==> config.mk <==
export PLATFORM = sky130hd
export DESIGN_NAME = branch_resolve_stage
export DESIGN_NICKNAME = d
export VERILOG_FILES = /design/src/rtl/branch_resolve_stage_pkg.sv /design/src/rtl/branch_resolve_stage_br_cond_sel.sv /design/src/rtl/branch_resolve_stage.sv
export SDC_FILE = /design/constraint.sdc
export NUM_CORES = 1
export LEC_CHECK = 0
export CORE_AREA = 2 2 127 129
export DETAILED_ROUTE_END_ITERATION = 7
export DIE_AREA = 0 0 129 131
export PLACE_DENSITY = 0.81
export SLEW_MARGIN = 20
export SYNTH_ARGS = -nofsm -noshare
export SYNTH_HDL_FRONTEND = slang
export SYNTH_SLANG_ARGS = --single-unit
==> constraint.sdc <==
create_clock -name clk -period 11.01 [get_ports clk]
set_clock_uncertainty 0.2 [all_clocks]
set_input_delay 2.202 -clock clk [delete_from_list [all_inputs] [get_ports clk]]
set_output_delay 2.202 -clock clk [all_outputs]
set_load 0.01 [all_outputs]
==> src/rtl/branch_resolve_stage_pkg.sv <==
// Shared types and constants for the execute-stage branch resolver.
package branch_resolve_stage_pkg;

  localparam int XLEN            = 32;
  localparam int IMM_W           = 16;
  localparam int BR_OFFSET_SHIFT = 2;

  typedef enum logic [2:0] {
    BR_BEQ    = 3'd0,
    BR_BNE    = 3'd1,
    BR_BLEZ   = 3'd2,
    BR_BGTZ   = 3'd3,
    BR_BLTZ   = 3'd4,
    BR_BGEZ   = 3'd5,
    BR_ALWAYS = 3'd6,
    BR_NEVER  = 3'd7
  } br_cond_t;

endpackage

==> src/rtl/branch_resolve_stage_br_cond_sel.sv <==
// Branch condition select: maps a condition code and the comparator flags
// (rs==rt, rs>0 signed, rs==0, rs<0 signed) onto the taken decision.
module br_cond_sel
  import branch_resolve_stage_pkg::*;
(
  input  br_cond_t cond,
  input  logic     eq,
  input  logic     gt_s,
  input  logic     rs_zero,
  input  logic     rs_neg,
  output logic     taken
);

  // Pure decode of the condition against the flags; no state.
  always_comb begin
    taken = 1'b0;
    case (cond)
      BR_BEQ:    taken = eq;
      BR_BNE:    taken = !eq;
      BR_BLEZ:   taken = rs_neg || rs_zero;
      BR_BGTZ:   taken = gt_s;
      BR_BLTZ:   taken = rs_neg;
      BR_BGEZ:   taken = !rs_neg;
      BR_ALWAYS: taken = 1'b1;
      BR_NEVER:  taken = 1'b0;
      default:   taken = 1'b0;
    endcase
  end

endmodule

==> src/rtl/branch_resolve_stage.sv <==
// Execute-stage branch resolver: S1 holds the registered operands and runs
// the compare/select, S2 holds the resolved result and drives the fetch
// redirect. Optional retire statistics are enabled with BR_STATS_EN.
module branch_resolve_stage #(
  parameter int XLEN = 32
`ifdef BR_STATS_EN
  , parameter int CNT_W = 32
`endif
) (
  input  logic            clk,
  input  logic            rst_n,
  input  logic            flush,
  input  logic            in_valid,
  output logic            in_ready,
  input  logic [2:0]      in_cond,
  input  logic [XLEN-1:0] in_rs,
  input  logic [XLEN-1:0] in_rt,
  input  logic [XLEN-1:0] in_pc,
  input  logic [15:0]     in_imm,
  input  logic            in_pred,
  output logic            out_valid,
  input  logic            out_ready,
  output logic            out_taken,
  output logic            out_redirect,
  output logic [XLEN-1:0] out_pc
`ifdef BR_STATS_EN
  , output logic [CNT_W-1:0] stat_br
  , output logic [CNT_W-1:0] stat_mis
`endif
);
  import branch_resolve_stage_pkg::*;

  // Sequential fall-through address; wraps modulo 2^XLEN.
  function automatic logic [XLEN-1:0] br_seq_pc(input logic [XLEN-1:0] pc);
    return pc + XLEN'(4);
  endfunction

  // Branch target: pc + 4 + sign-extended word offset, modulo 2^XLEN.
  function automatic logic [XLEN-1:0] br_target(input logic [XLEN-1:0] pc,
                                                input logic signed [IMM_W-1:0] imm);
    logic signed [XLEN-1:0] off;
    off = {{(XLEN-IMM_W){imm[IMM_W-1]}}, imm};
    off = off <<< BR_OFFSET_SHIFT;
    return br_seq_pc(pc) + $unsigned(off);
  endfunction

  logic                   vld_p1, vld_p2;
  br_cond_t               cond_p1;
  logic signed [XLEN-1:0] rs_p1, rt_p1;
  logic [XLEN-1:0]        pc_p1;
  logic signed [IMM_W-1:0] imm_p1;
  logic                   pred_p1;

  logic                   eq_p1, gt_s_p1, rs_zero_p1, rs_neg_p1, taken_p1;
  logic [XLEN-1:0]        npc_p1;

  logic                   taken_p2, redir_p2;
  logic [XLEN-1:0]        pc_p2;

  logic                   in_fire, s2_load, out_fire;

  // Flush forces acceptance so decode is never stalled by a dying pipe, but
  // nothing presented in that cycle is captured.
  assign in_ready = flush || !vld_p1 || !vld_p2 || out_ready;
  assign in_fire  = in_valid && in_ready && !flush;
  assign s2_load  = vld_p1 && (!vld_p2 || out_ready) && !flush;
  assign out_fire = vld_p2 && out_ready && !flush;

  // Stage valids: flush and reset both empty the pipe.
  always_ff @(posedge clk or negedge rst_n) begin
    if (!rst_n) begin
      vld_p1 <= 1'b0;
      vld_p2 <= 1'b0;
    end else if (flush) begin
      vld_p1 <= 1'b0;
      vld_p2 <= 1'b0;
    end else begin
      if (in_fire)      vld_p1 <= 1'b1;
      else if (s2_load) vld_p1 <= 1'b0;
      if (s2_load)       vld_p2 <= 1'b1;
      else if (out_fire) vld_p2 <= 1'b0;
    end
  end

  // ---- S1: operand capture from decode ----
  // Capture operands on an accepted branch (data path, not reset).
  always_ff @(posedge clk) begin
    if (in_fire) begin
      cond_p1 <= br_cond_t'(in_cond);
      rs_p1   <= in_rs;
      rt_p1   <= in_rt;
      pc_p1   <= in_pc;
      imm_p1  <= in_imm;
      pred_p1 <= in_pred;
    end
  end

  // Comparator flags on the registered operands; signed tests against zero
  // reduce to the sign bit and a zero detect.
  assign eq_p1      = (rs_p1 == rt_p1);
  assign rs_zero_p1 = (rs_p1 == '0);
  assign rs_neg_p1  = rs_p1[XLEN-1];
  assign gt_s_p1    = !rs_neg_p1 && !rs_zero_p1;

  br_cond_sel u_cond_sel (
    .cond    (cond_p1),
    .eq      (eq_p1),
    .gt_s    (gt_s_p1),
    .rs_zero (rs_zero_p1),
    .rs_neg  (rs_neg_p1),
    .taken   (taken_p1)
  );

  assign npc_p1 = taken_p1 ? br_target(pc_p1, imm_p1) : br_seq_pc(pc_p1);

  // ---- S2: resolved result ----
  // Result register; only reloads when S1 advances so outputs hold under stall.
  always_ff @(posedge clk or negedge rst_n) begin
    if (!rst_n) begin
      taken_p2 <= 1'b0;
      redir_p2 <= 1'b0;
      pc_p2    <= '0;
    end else if (s2_load) begin
      taken_p2 <= taken_p1;
      redir_p2 <= taken_p1 ^ pred_p1;
      pc_p2    <= npc_p1;
    end
  end

  assign out_valid    = vld_p2;
  assign out_taken    = taken_p2;
  assign out_pc       = pc_p2;
  assign out_redirect = vld_p2 && redir_p2;

`ifdef BR_STATS_EN
  // Retire counters: advance only on a real (non-flushed) output handshake.
  always_ff @(posedge clk or negedge rst_n) begin
    if (!rst_n) begin
      stat_br  <= '0;
      stat_mis <= '0;
    end else if (out_fire) begin
      stat_br <= stat_br + CNT_W'(1);
      if (out_redirect) stat_mis <= stat_mis + CNT_W'(1);
    end
  end
`endif

endmodule
==> summary.txt, run 1 <==
Clock tree
  – Clk Latency, worst-skew pair: 0.43 ns
  – Postcts setup bufs: 0
  – Clock transition at the registers of the reported paths: ~0.070 ns
  – Root Buffer: clkbuf_16
  – Sink Count: between 150 and 200
  – PostCTS Resize Cnt: 0
  – CTS Buffer Depth: 2
  – Clock buffer count from CTS: 17
  – Hold Buf Count CTS: 0
  – CTS tree: done
  – Htree depth: 4

Run
  – Max-cap viol count: 0

Timing
  – Unrepaired setup endpoints after global routing: no
  – Worst-margin pin slew: 0.980 ns
  – Setup TNS: 0 ns
  – Slew headroom: approximately a third
  – Fmax: 166 MHz
  – # setup viols final: 0
  – Fin crit share: between 50% and 60%
  – Post-route minimum period: between 6 and 7 ns
  – Fin. max-slew vios: 0
  – Final Hold Fails: 0

Setup path
  – Crit Path Category: input pin to primary output
  – Crit. End Element: primary output
  – Delay-heaviest family, CP: buffers and inverters
  – Bufs and invs on worst path: 2
  – Cell mode on critical path: clkdlybuf4s50_1
  – Critical Path RT: between 8 and 9 ns
  – Critical Path AT: about 3.6 ns
  – Largest fanout on the critical path: 5
  – Worst path max stage delay: 0.50 ns
  – Crit-path cells: clkdlybuf4s50_1 > nor2b_1 > nand2_1 > clkdlybuf4s50_1
  – Worst reg-to-reg setup slack: 6.66 ns
  – Slowest-stage cell, CP: clkdlybuf4s50_1
  – Worst setup SP type: input pin

Synth
  – Yosys top cell area share: between 40% and 50%
  – Top_reg_cell synth: edfxtp_1
  – Sequential area share after synthesis: 57.5%
  – Avg Cell Area, Syn: between 10 and 15 sq um
  – Number of synthesis warnings: 0
  – Top post-synthesis cells by count: edfxtp_1 (116), xor2_1 (53), nand2_1 (52)
  – Area leader, netlist: edfxtp_1
  – Top cells by area, synth: edfxtp_1 (46%), dfrtp_1 (12%), xor2_1 (6.1%)
  – Count of cell types in the netlist: slightly below 60
  – Syn nets: a little under 800
  – #FFs+latches synth: roughly 150
  – Number of synthesized flops with an enable pin: between 100 and 150
  – Ys async rst share: 23.7%
  – Most numerous cell in the Yosys netlist: edfxtp_1
  – Synthesized instance count: 632
  – Cell Area, Synth: 7620 sq um

Die
  – Die width: 129 um
  – Die area: between 15000 and 20000 sq um
  – Die Y: 131 um
  – Row cnt: 46
  – Initial core utilization: ~49%
  – Area of the core: between 15000 and 20000 sq um
  – Boundary Pins: 157

GRT
  – Vias in the first global route: 5517
  – Overall Global Routing Usage: 22.3%
  – Initial antenna violation count: 0
  – Grt ovf: 0
  – Largest net degree at the start of global routing: between 60 and 70
  – First-pass GRT wire length: between 20000 and 30000 um

Drt
  – Post-Route WL: about 18000 um
  – Vias per cell: between 5 and 6
  – DR iter-0 viols: between 300 and 400
  – DR WL/cell: between 15 and 20 um
  – Drt pass-1 iters: 6
  – Detailed-route DRC error count: 0
  – DR vias: 5555
  – Post-route ant nets: 0

Placement
  – Hpwl dp: 13800 um
  – RePlAce Congestion: approximately 0.94
  – IO buf count: around 160
  – DP Area: between 9000 and 10000 sq um

Power
  – Lkg Pwr: roughly 3.8 nW
  – Power, Total: 0.00155 W
  – Maximum vdd drop: between 100 and 150 uV
  – Cell Pwr Density: approximately 150 nW/um^2

Hold path
  – Type of the worst min-delay path: flop to flop

Finish
  – P&R area growth vs syn: 31.5%
  – Fraction of layout cells with a size suffix above 1: 6.68%
  – Nets: between 900 and 1k
  – Diode count: 0
  – Final instance area: approximately 10000 sq um
  – Finished Core Util: ~64%

Run status
  – Status: completed
-- worst reg2reg max path, stage by stage (launching register included) --
cell and delay [ns]:
edfxtp_1 0.44, and4_4 0.29, nand3_4 0.11, nor4_4 0.38, and2_1 0.36, nand3_1 0.14
xnor2_1 0.24, ha_1 0.28, a21o_1 0.17, a21o_1 0.17, a21oi_1 0.24, o21ai_0 0.18
nor3_1 0.16, a21oi_1 0.12, a31oi_1 0.42, mux2i_1 0.26, nand3_1 0.09
-- final cells by class --
| type | count | area (sq um) |
|---|---|---|
| Sequential cell | 152 | 4380 |
| Clock buffer | 17 | 425 |
| Inverter | 14 | 52.6 |
| Clock inverter | 15 | 168 |
| Fill cell | 1225 | 5570 |
| Multi-Input combinational cell | 450 | 3140 |
| Tap cell | 216 | 270 |
| Timing Repair Buffer | 160 | 1590 |
-- report_power, final --
part	leakage [nW]	switching [W]	internal, W	total [W]
Combinational	2.00	0.000125	0.000143	0.000268
Sequential	1.53	0.0000301	0.000671	0.000701
Clock	0.281	0.000246	0.000339	0.000585
Total	3.82	0.000401	0.00115	0.00155
-- layer usage --
layer / part of all wire, % / global-route usage (%)
met5: 0 / 0
met4: 1.8 / 7.99
met3: 6.6 / 5.05
met2: 50 / 38.6
met1: 42 / 27.5
-- logic make-up after synthesis --
logic type	Yosys count	share of synthesized area [%]
DFF	152	57.5
and+or+nand+nor	183	12.3
muxes	14	1.85
buffers and inverters	30	1.58
xor gates and xnor gates	80	9.19
adders and majority gates	38	6.33
AOI/OAI and AO/OA	135	11.3
-- sequential cells by signal, summed over array words and instances (netlist names) --
register	cells
rs_p1	32
pred_p1	1
out_taken	1
rt_p1	32
out_pc	32
cond_p1	3
imm_p1	16
out_valid	1
vld_p1	1
pc_p1	32
redir_p2	1
-- path summary, 6_finish.rpt --
| kind | from | endpoint | cells after the start |
|---|---|---|---|
| worst max-delay path | out_ready | in_ready | 4 |
| worst min-delay path | pc_p1[0] | out_pc[0] | 2 |
| worst max register to register | pc_p1[4] | out_pc[31] | 16 |
| worst min register to register | pc_p1[0] | out_pc[0] | 2 |
| max in group asynchronous | rst_n | out_pc[22] | 1 |
| min in group asynchronous | rst_n | out_pc[3] | 1 |
-- metrics by stage --
step	worst slack, ns	hold slack, ns	cells
floorplan	3.28	0.215	632
global placement	5.08	0.225	992
detailed placement	4.99	0.236	992
CTS	4.99	0.245	1024
global route	4.91	0.258	1024
finish	5.00	0.245	1024
-- cell usage in the layout, fill, tap and decap left out, drive strengths merged, types with 2 or more instances in the layout --
cell and n:
mux2i 13, nand2 52, nand4 18, clkinvlp 3, xor2 53, nor2b 6, edfxtp 116, buf 5
xnor2 27, nand3 16, a21o 13, o31ai 5, nor2 39, clkdlybuf4s50 155, inv 20, bufinv 2
nor4 18, a31oi 4, nor3 11, or3 3, and4 6, clkinv 4, clkbuf 17, and3 5
dfrtp 36, ha 37, a211oi 7, o211ai 4, o21ai 39, and2 4, a22oi 3, nand2b 2
o21a 4, o21bai 6, a21boi 2, a21oi 38
Power figures use the tool's default switching activity.
==> run 2: changes to the inputs <==
CORE_AREA = 2 2 131 133   (was 2 2 127 129)
DIE_AREA = 0 0 133 135   (was 0 0 129 131)
PLACE_DENSITY = 0.8   (was 0.81)
clock period = 5.2 ns   (was 11.01 ns; I/O delays follow)
==> run 2 against run 1 <==
Net effect:
- register-to-register slack lost 5.7 ns
- worst setup slack got worse by 4.0 ns
- worst hold slack worse by 0.0048 ns
- cell count is 0.98% higher
- non-clock buffer count up 6
- wire length decreased by 2.3%
- critical endpoint is now out_pc[30]
- first-iteration DRC count increased by 25%
- die area is 6.2% higher
- count of clock-buffer cells in the layout up 2
- final area grew 0.44%
- sequential cell count did not move
==> summary.txt, run 2 (synthesis results as in run 1) <==
Drt
  – Vias per cell: 5.29
  – Post-Route WL: around 18000 um
  – Drt pass-1 iters: 5
  – DR WL/cell: around 17 um
  – DR vias: 5474
  – Post-route ant nets: 0
  – Detailed-route DRC error count: 0
  – DR iter-0 viols: approximately 400

Clock tree
  – CTS Buffer Depth: 2
  – Clk Latency, worst-skew pair: ~0.42 ns
  – Root Buffer: clkbuf_16
  – Sink Count: about 150
  – Htree depth: 4
  – Clock buffer count from CTS: 17
  – Postcts setup bufs: 0
  – PostCTS Resize Cnt: 0
  – CTS tree: done
  – Clock transition at the registers of the reported paths: roughly 0.070 ns
  – Hold Buf Count CTS: 0

Power
  – Lkg Pwr: between 3 and 4 nW
  – Comb pwr share: 17.5%
  – Flop pwr share: between 40% and 50%
  – Internal power: about 0.0024 W
  – Cell Pwr Density: 323 nW/um^2
  – Net Sw Frac: roughly a quarter
  – Maximum vdd drop: about 230 uV
  – Switching power total: approximately 0.0008 W
  – Clock network power share: between 30% and 40%

Finish
  – Most common cell after layout, fill and taps aside: clkdlybuf4s50_1
  – FF+latch area: between 4000 and 5000 sq um
  – Nets: 960
  – P&R area growth vs syn: 32.1%
  – Diode count: 0
  – Fraction of layout cells with a size suffix above 1: between 7 and 8%
  – Final instance area: about 10000 sq um
  – Filler cells: between 1k and 1.5k
  – Post-Layout Cell Count: just over 1k
  – Commonest non-fill, non-tap cells in the layout: clkdlybuf4s50_1 (155), edfxtp_1 (116), xor2_1 (53)
  – Multi-input logic area: between 3000 and 4000 sq um

Hold path
  – Type of the worst min-delay path: flop to flop
  – Worst Hold Endpoint: out_pc[0]
  – Worst Hold Path Cells: 2
  – HP Start: pc_p1[0]

Setup path
  – RR Endpoint: out_pc[30]
  – Bufs and invs on worst path: 0
  – Crit Path Category: flop to flop
  – Worst reg-to-reg setup slack: just under 1 ns
  – Worst setup SP type: flop
  – Delay-heaviest family, CP: simple AND/OR/NAND/NOR gates
  – Largest fanout on the critical path: 7
  – Crit. End Element: flop
  – Reg2reg start: pc_p1[4]
  – Slowest-stage cell, CP: edfxtp_1
  – Critical Path RT: between 5 and 6 ns
  – Critical Path AT: around 4.4 ns
  – Crit-path cells: and4_4 > nand3_4 > nor4_4 > and2_1 > nand2_1 > xnor2_1 > ha_1 > a21o_1 > a21oi_1 > o21ba_2 > o21bai_1 > a211oi_1 > o2111ai_1 > and3_1 > o311a_1 > nor2_1
  – Worst path max stage delay: ~0.43 ns
  – Worst R2R Path Depth: 16

Timing
  – Fin. max-slew vios: 0
  – # setup viols final: 0
  – Fmax: 237 MHz
  – Worst-margin pin slew: between 0.8 and 0.9 ns
  – Slew headroom: a little over two fifths
  – Post-route minimum period: 4.22 ns
  – Fin crit share: 81.2%
  – Setup TNS: 0 ns
  – Unrepaired setup endpoints after global routing: no
  – Final Hold Fails: 0

GRT
  – Grt met3 use: about 5.3%
  – Grt peak-use layer: met2
  – Initial antenna violation count: 0
  – Grt met1 use: roughly 25%
  – Largest net degree at the start of global routing: 61
  – GR Util met2: between 30% and 40%
  – First-pass GRT wire length: around 28000 um
  – Overall Global Routing Usage: around a fifth
  – Vias in the first global route: about 5.4k
  – Grt ovf: 0

Placement
  – Hpwl dp: 13200 um
  – DP Area: roughly 9500 sq um
  – Dpl cells: approximately 1.0k
  – RePlAce Congestion: roughly 0.9
  – IO buf count: roughly 160

Run status
  – Status: completed

Die
  – Boundary Pins: around 160
  – Die width: roughly 130 um
  – Area of the core: 16400 sq um
  – Initial core utilization: between 40% and 50%
  – Die Y: 135 um
  – Die area: about 18000 sq um
  – Row cnt: 47

Run
  – Max-cap viol count: 0
-- run 2: cell types whose count changed in the layout (fill, tap and decap cells not counted) --
| cell | previous run | this run |
|---|---|---|
| buf_4 | 4 | 9 |
| buf_6 | 0 | 1 |
| clkbuf_1 | 0 | 2 |
| clkinv_1 | 1 | 2 |
| clkinv_4 | 3 | 5 |
| clkinvlp_4 | 3 | 1 |
| inv_6 | 5 | 3 |
| inv_8 | 1 | 0 |
| nand2b_2 | 1 | 0 |
| nand2b_4 | 0 | 1 |
-- run 2: metrics by stage --
step / power, W / hold slack (ns) / worst slack [ns] / util, %
2_1_floorplan: 0.00178 / 0.215 / 0.422 / -
3_3_place_gp: 0.00205 / 0.223 / 1.27 / 57.8
3_5_place_dp: 0.00207 / 0.232 / 1.12 / 57.8
4_1_cts: 0.00328 / 0.245 / 1.04 / 61.4
5_1_grt: 0.00340 / 0.256 / 0.753 / 61.4
6_report: 0.00326 / 0.240 / 0.976 / 61.4
-- run 2: worst max-delay path by stage --
| stage | slack, ns | start | depth (start not counted) | endpoint |
|---|---|---|---|---|
| after floorplan | 0.42 | out_ready | 2 | cond_p1[0] |
| final | 0.98 | pc_p1[4] | 16 | out_pc[30] |
| after global routing | 0.75 | pc_p1[4] | 16 | out_pc[30] |
| after CTS | 1.04 | pc_p1[4] | 16 | out_pc[30] |
| after global placement | 1.27 | pc_p1[4] | 16 | out_pc[30] |
| after detailed placement | 1.12 | pc_p1[4] | 16 | out_pc[30] |
-- run 2: final cells by class --
class	instances	share of cell area [%]
clock inverters	13	1.44
inverters	14	0.522
multi-input cells	450	31.3
clock buffers	19	4.30
flip-flops and latches	152	43.5
repair buffers	166	16.2
well taps	220	2.73
-- run 2: worst reg2reg max path, cell delays in order (launching register included) --
cell,delay [ns]
edfxtp_1,0.43
and4_4,0.29
nand3_4,0.11
nor4_4,0.35
and2_1,0.34
nand2_1,0.11
xnor2_1,0.28
ha_1,0.33
a21o_1,0.19
a21oi_1,0.14
o21ba_2,0.14
o21bai_1,0.06
a211oi_1,0.40
o2111ai_1,0.21
and3_1,0.21
o311a_1,0.28
nor2_1,0.08
-- run 2: layer usage --
layer	vias to the layer above	part of all wire, %
li1	2694	-
met1	2541	42
met2	217	50
met3	22	6.3
met4	0	1.6
met5	-	0
-- run 2: power groups by stage --
stage / clock [W] / sequential [W] / combinational [W]
after global routing: 0.00128 / 0.00149 / 0.000624
after CTS: 0.00123 / 0.00148 / 0.000571
final: 0.00121 / 0.00148 / 0.000570
after global placement: 0 / 0.00150 / 0.000554
after floorplan: 0 / 0.00153 / 0.000250
after detailed placement: 0 / 0.00151 / 0.000566
==> run 3: changes to the inputs <==
CORE_AREA = 2 2 127 129   (was 2 2 131 133)
DIE_AREA = 0 0 129 131   (was 0 0 133 135)
PLACE_DENSITY = 0.81   (was 0.8)
clock period = 4.4 ns   (was 5.2 ns; I/O delays follow)
==> run 3 against run 2 <==
Net effect:
- sequential power rose by 19%
- first-iteration DRC count fell by 32%
- combinational power rose by 19%
- worst hold slack improved by 0.027 ns
- cell count fell by 0.48%
- non-clock buffer count fell by 1
- final area rose by 0.36%
- global-route usage rose by 1.9 points
- wire length rose by 2.6%
==> summary.txt, run 3 (synthesis results as in run 1) <==
Run status
  – Status: completed

Drt
  – Post-Route WL: ~18000 um
  – Post-route ant nets: 0
  – DR vias: between 5k and 6k
  – Drt pass-1 iters: 5
  – Vias per cell: about 5.4
  – DR iter-0 viols: 270
  – Detailed-route DRC error count: 0
  – DR WL/cell: approximately 17 um

Setup path
  – Critical Path RT: 4.50 ns
  – Worst setup SP type: flop
  – Crit Path Category: flop to flop
  – Critical Path AT: between 4 and 5 ns
  – Reg2reg start: pc_p1[5]
  – RR Endpoint: out_pc[31]
  – Worst reg-to-reg setup slack: around 0.4 ns
  – Crit. End Element: flop
  – Largest fanout on the critical path: 6
  – Worst Setup SP: pc_p1[5]
  – Worst R2R Path Depth: 16

Finish
  – Final instance area: slightly above 10000 sq um
  – Commonest non-fill, non-tap cells in the layout: clkdlybuf4s50_1 (155), edfxtp_1 (116), xor2_1 (53)
  – Most common cell after layout, fill and taps aside: clkdlybuf4s50_1
  – Fraction of layout cells with a size suffix above 1: 7.50%
  – Diode count: 0
  – Filler cells: 1194
  – P&R area growth vs syn: 32.6%
  – Nets: 959

Placement
  – IO buf count: approximately 160
  – Pre-CTS setup slack: about 0.44 ns
  – RePlAce Congestion: 0.901
  – Hpwl dp: roughly 14000 um
  – DP Area: approximately 9500 sq um

Clock tree
  – Postcts setup bufs: 0
  – CTS Buffer Depth: 2
  – Sink Count: 152
  – Htree depth: 4
  – Root Buffer: clkbuf_16
  – Clock transition at the registers of the reported paths: approximately 0.060 ns
  – Clock buffer count from CTS: 17
  – Hold Buf Count CTS: 0
  – PostCTS Resize Cnt: 0
  – CTS tree: done
  – Clk Latency, worst-skew pair: between 0.4 and 0.5 ns

Die
  – Boundary Pins: 157
  – Area of the core: between 15000 and 20000 sq um
  – Initial core utilization: between 40% and 50%
  – Die Y: 131 um
  – Row cnt: 46
  – Die area: between 15000 and 20000 sq um
  – Die width: about 130 um

Timing
  – Final setup margin: between 0.3 and 0.4 ns
  – Fin crit share: about nine tenths
  – Fmax: about 250 MHz
  – Fin. max-slew vios: 0
  – Hold WS: between 0.2 and 0.3 ns
  – Post-route minimum period: approximately 4 ns
  – Unrepaired setup endpoints after global routing: no
  – # setup viols final: 0
  – Slew headroom: between 30% and 40%
  – Worst-margin pin slew: between 0.9 and 1 ns
  – Final Hold Fails: 0

GRT
  – First-pass GRT wire length: about 28000 um
  – Grt met1 use: a little over a quarter
  – Vias in the first global route: around 5.6k
  – Largest net degree at the start of global routing: 41
  – Grt ovf: 0
  – Grt met3 use: 5.54%
  – Grt peak-use layer: met2
  – Overall Global Routing Usage: roughly 22%
  – Initial antenna violation count: 0
  – GR Util met2: between 30% and 40%

Hold path
  – Worst Hold Path Cells: 2
  – Type of the worst min-delay path: flop to flop
  – HP Start: pc_p1[1]
  – Worst Hold Endpoint: out_pc[1]

Power
  – Lkg Pwr: 3.87 nW
  – Cell Pwr Density: slightly below 400 nW/um^2
  – Maximum vdd drop: 269 uV

Run
  – Max-cap viol count: 0
run 3: critical path: stages, from the launching register on:
cell      delay (ns)
edfxtp_1        0.42
and4_4          0.29
nand3_4         0.11
nor3_2          0.33
nand4_1         0.21
nor2_1          0.16
xor2_1          0.21
ha_1            0.33
a21o_1          0.21
a21o_1          0.17
a21oi_1         0.19
o21ai_0         0.15
nor3_1          0.16
a21oi_1         0.12
a31oi_1         0.31
mux2i_1         0.23
nand3_1         0.09
run 3: how the worst max path moves through the flow:
stage          slack, ns          to
4_1_cts             0.42  out_pc[31]
2_1_floorplan      -0.16  cond_p1[0]
3_3_place_gp        0.53  out_pc[31]
6_report            0.39  out_pc[31]
5_1_grt             0.06  out_pc[31]
3_5_place_dp        0.44  out_pc[30]
run 3: metrics by stage:
step                      std cells  total power [W]  TNS (ns)  utilization [%]
after CTS                      1029          0.00397         0             64.8
after detailed placement        997          0.00246         0             60.9
final                          1029          0.00395         0             64.8
after global placement          997          0.00244         0             60.9
after floorplan                 632          0.00210    -18.10                -
after global routing           1029          0.00411         0             64.8
run 3: cell type report:
class | instances | area, sq um | area share (%)
flip-flops and latches | 152 | 4380 | 43.4
multi-input cells | 450 | 3150 | 31.2
repair buffers | 165 | 1640 | 16.2
clock buffers | 17 | 425 | 4.21
well taps | 216 | 270 | 2.67
clock inverters | 15 | 190 | 1.88
inverters | 14 | 52.6 | 0.520
run 3: metal layers:
layer	up-vias	part of all wire [%]
li1	2685	-
met1	2657	42
met2	224	49
met3	34	6.7
met4	0	2.0
met5	-	0
run 3: where the power goes:
group | leakage, nW | total (W) | internal [W] | switching, W
combinational | 2.03 | 0.000679 | 0.000362 | 0.000317
sequential | 1.53 | 0.00176 | 0.00168 | 0.0000792
clock | 0.300 | 0.00151 | 0.000905 | 0.000605
total | 3.87 | 0.00395 | 0.00294 | 0.00100
==> variant (config.mk and constraints of run 2) <==
Put a register stage on the output `out_redirect`. The value now appears one clock later. The other outputs are not delayed to match.
--- a/src/rtl/branch_resolve_stage.sv
+++ b/src/rtl/branch_resolve_stage.sv
@@ -130,7 +130,9 @@
   assign out_valid    = vld_p2;
   assign out_taken    = taken_p2;
   assign out_pc       = pc_p2;
-  assign out_redirect = vld_p2 && redir_p2;
+  always_ff @(posedge clk) begin
+    out_redirect <= vld_p2 && redir_p2;
+  end
 
 `ifdef BR_STATS_EN
   // Retire counters: advance only on a real (non-flushed) output handshake.
Function: changed (Yosys sat finds a counterexample within 4 cycles, from zero or initial values and one cycle with rst_n low).
==> variant against run 2 <==
  * Final cell count is 0.58% lower
  * Utilization decreased by 0.32 points
  * Sequential share of layout area rose by 0.43 points
  * Synthesized area is 0.26% higher
  * Design area decreased by 0.52%
  * Wire length down 2.1%
  * Sequential cell count grew 1
  * Power down 1.2%
  * Worst setup slack better by 0.069 ns
  * Largest power group unchanged
  * Highest routed layer unchanged
==> variant: results (changes against run 2) <==
{| class="wikitable"
! Metric !! Value
|-
| Drt total wl || 17200 um (-2.1%)
|-
| Clock transition at path regs || 0.06 ns
|-
| Number of DRC markers after the initial detailed-route iteration || 415 (+4.5%)
|-
| Wire length of the first global-routing pass || 27100 um (-2.4%)
|-
| Worst voltage drop across the vdd grid || 0.248 mV (+8.1%)
|-
| Total global routing track utilization || 19.8% (-0.47 points)
|-
| Total combinational power || 561 uW (-2%)
|-
| Number of warnings issued by yosys || 0 (unchanged)
|-
| Hold Startpoint || pc_p1[0]$_DFFE_PP_
|-
| GPL Wtd Cong || 0.892 (+0.93%)
|-
| Worst-margin pin slew || 1.00 ns (+0.146 ns)
|-
| Share of the synthesized netlist area taken by xor and xnor gates || 9.17% (-0.024 points)
|-
| Switching power || 826 uW (+0.72%)
|-
| Post-CTS resize count || 0 (unchanged)
|-
| Diodes inserted || 0 (unchanged)
|-
| HPWL after detailed placement || 12500 um (-5.3%)
|-
| Share of the synthesized area in compound gates (AO/OA/AOI/OAI) || 11.2% (-0.029 points)
|-
| Fraction of the mapped netlist area in adder cells || 6.32% (-0.017 points)
|-
| Initial antenna violation count || 1 (+1)
|-
| Number of levels the H-tree was split into || 4 (unchanged)
|-
| Skew-Pair Late Insertion Delay || 0.43 ns
|-
| Leading post-synthesis cells by instance count || sky130_fd_sc_hd__edfxtp_1, sky130_fd_sc_hd__xor2_1, sky130_fd_sc_hd__nand2_1
|-
| Pin count of the biggest net entering global routing || 117 (+92%)
|-
| Main flop type after synthesis || sky130_fd_sc_hd__edfxtp_1
|-
| Path category of the worst min-delay check || reg2reg
|-
| Fraction of the yosys area taken by sequential cells || 57.6% (+0.11 points)
|-
| Total clock buffers created by CTS || 17 (unchanged)
|-
| Multiplexer fraction of the synthesized cell area || 1.85% (-0.0049 points)
|-
| Arrival time of the worst setup path || 4.32 ns (-0.06 ns)
|-
| Number of nets in the synthesized netlist || 792 (+0.13%)
|-
| Post-synthesis async set-or-reset flop share || 23.5% (-0.15 points)
|-
| Startpoint-to-endpoint class of the critical path || reg2reg
|-
| Power Density || 321 nW/um^2 (-0.73%)
|-
| Result of the run || finished clean
|-
| Overall via count from detail_route || 5452 (-0.40%)
|-
| Leading cell types by total area after synthesis || sky130_fd_sc_hd__edfxtp_1, sky130_fd_sc_hd__dfrtp_1, sky130_fd_sc_hd__xor2_1
|-
| Number of iterations in the first detailed-routing pass || 6 (+1)
|-
| Netlist cell types || 60 (+1.7%)
|-
| Sequential share of power || 46.3% (+0.9 points)
|-
| Final layout net count || 954 (-0.63%)
|-
| Root Buffer Master || sky130_fd_sc_hd__clkbuf_16
|-
| Number of buffers inserted by post-CTS setup repair || 0 (unchanged)
|-
| P_leak || 0.00381 uW (-0.95%)
|-
| Number of global-route vias before repair || 5384 (-0.96%)
|-
| Fraction of final layout cells sized beyond drive strength 1 || 6.44% (-0.57 points)
|}
## variant: metal layers
metal | track usage, % | vias up | wire length, um
met5 | 0 | - | 0
li1 | - | 2691 | -
met3 | 4.28 | 27 | 998
met2 | 34.4 | 199 | 8570
met1 | 24.2 | 2535 | 7260
met4 | 7.65 | 0 | 321
## variant: kinds of logic (layout without fill, tap and decap cells)
logic type | Yosys count | after routing
fa+ha+maj | 38 | 38
simple gates | 183 | 183
mux | 14 | 14
flops | 153 | 153
compound gates | 135 | 135
xor+xnor | 80 | 80
buf+inv | 30 | 205
## variant: layout make-up
| class | count | area [um^2] |
|---|---|---|
| fillers | 1286 | 6390 |
| flip-flops and latches | 153 | 4400 |
| multi-input cells | 450 | 3140 |
| repair buffers | 159 | 1590 |
| clock buffers | 18 | 429 |
| well taps | 220 | 275 |
| clock inverters | 14 | 125 |
| inverters | 14 | 52.6 |
## variant: critical path: stages (launching register included)
cell                        delay, ns
sky130_fd_sc_hd__edfxtp_1        0.42
sky130_fd_sc_hd__and4_4          0.28
sky130_fd_sc_hd__nand3_4         0.10
sky130_fd_sc_hd__nor4_4          0.35
sky130_fd_sc_hd__and2_1          0.33
sky130_fd_sc_hd__nand2_1         0.11
sky130_fd_sc_hd__xnor2_1         0.25
sky130_fd_sc_hd__ha_1            0.32
sky130_fd_sc_hd__a21o_1          0.19
sky130_fd_sc_hd__a21oi_1         0.15
sky130_fd_sc_hd__o21ba_2         0.15
sky130_fd_sc_hd__o21bai_1        0.06
sky130_fd_sc_hd__a211oi_1        0.38
sky130_fd_sc_hd__o2111ai_1       0.21
sky130_fd_sc_hd__and3_1          0.22
sky130_fd_sc_hd__o311a_1         0.28
sky130_fd_sc_hd__nor2_1          0.09
## variant: final timing paths
| kind | endpoint | slack [ns] | depth (start not counted) |
|---|---|---|---|
| min in group asynchronous | out_pc[3]$_DFFE_PN0P_ | 0.49 | 1 |
| worst max-delay path | out_pc[30]$_DFFE_PN0P_ | 1.04 | 16 |
| max in group asynchronous | out_pc[26]$_DFFE_PN0P_ | 3.82 | 1 |
| worst min register to register | out_pc[0]$_DFFE_PN0P_ | 0.24 | 2 |
| worst min-delay path | out_pc[0]$_DFFE_PN0P_ | 0.24 | 2 |
| worst max register to register | out_pc[30]$_DFFE_PN0P_ | 1.04 | 16 |
## variant: metrics by stage
step | std cells | hold WS (ns) | util, % | setup WS [ns] | area [um^2]
6_report | 1028 | 0.243 | 61.1 | 1.04 | 10000
5_1_grt | 1028 | 0.244 | 61.1 | 0.785 | 10000
4_1_cts | 1028 | 0.240 | 61.1 | 1.10 | 10000
3_5_place_dp | 996 | 0.223 | 57.7 | 1.12 | 9470
3_3_place_gp | 996 | 0.218 | 57.7 | 1.27 | 9470
2_1_floorplan | 633 | 0.215 | - | 0.422 | 7660
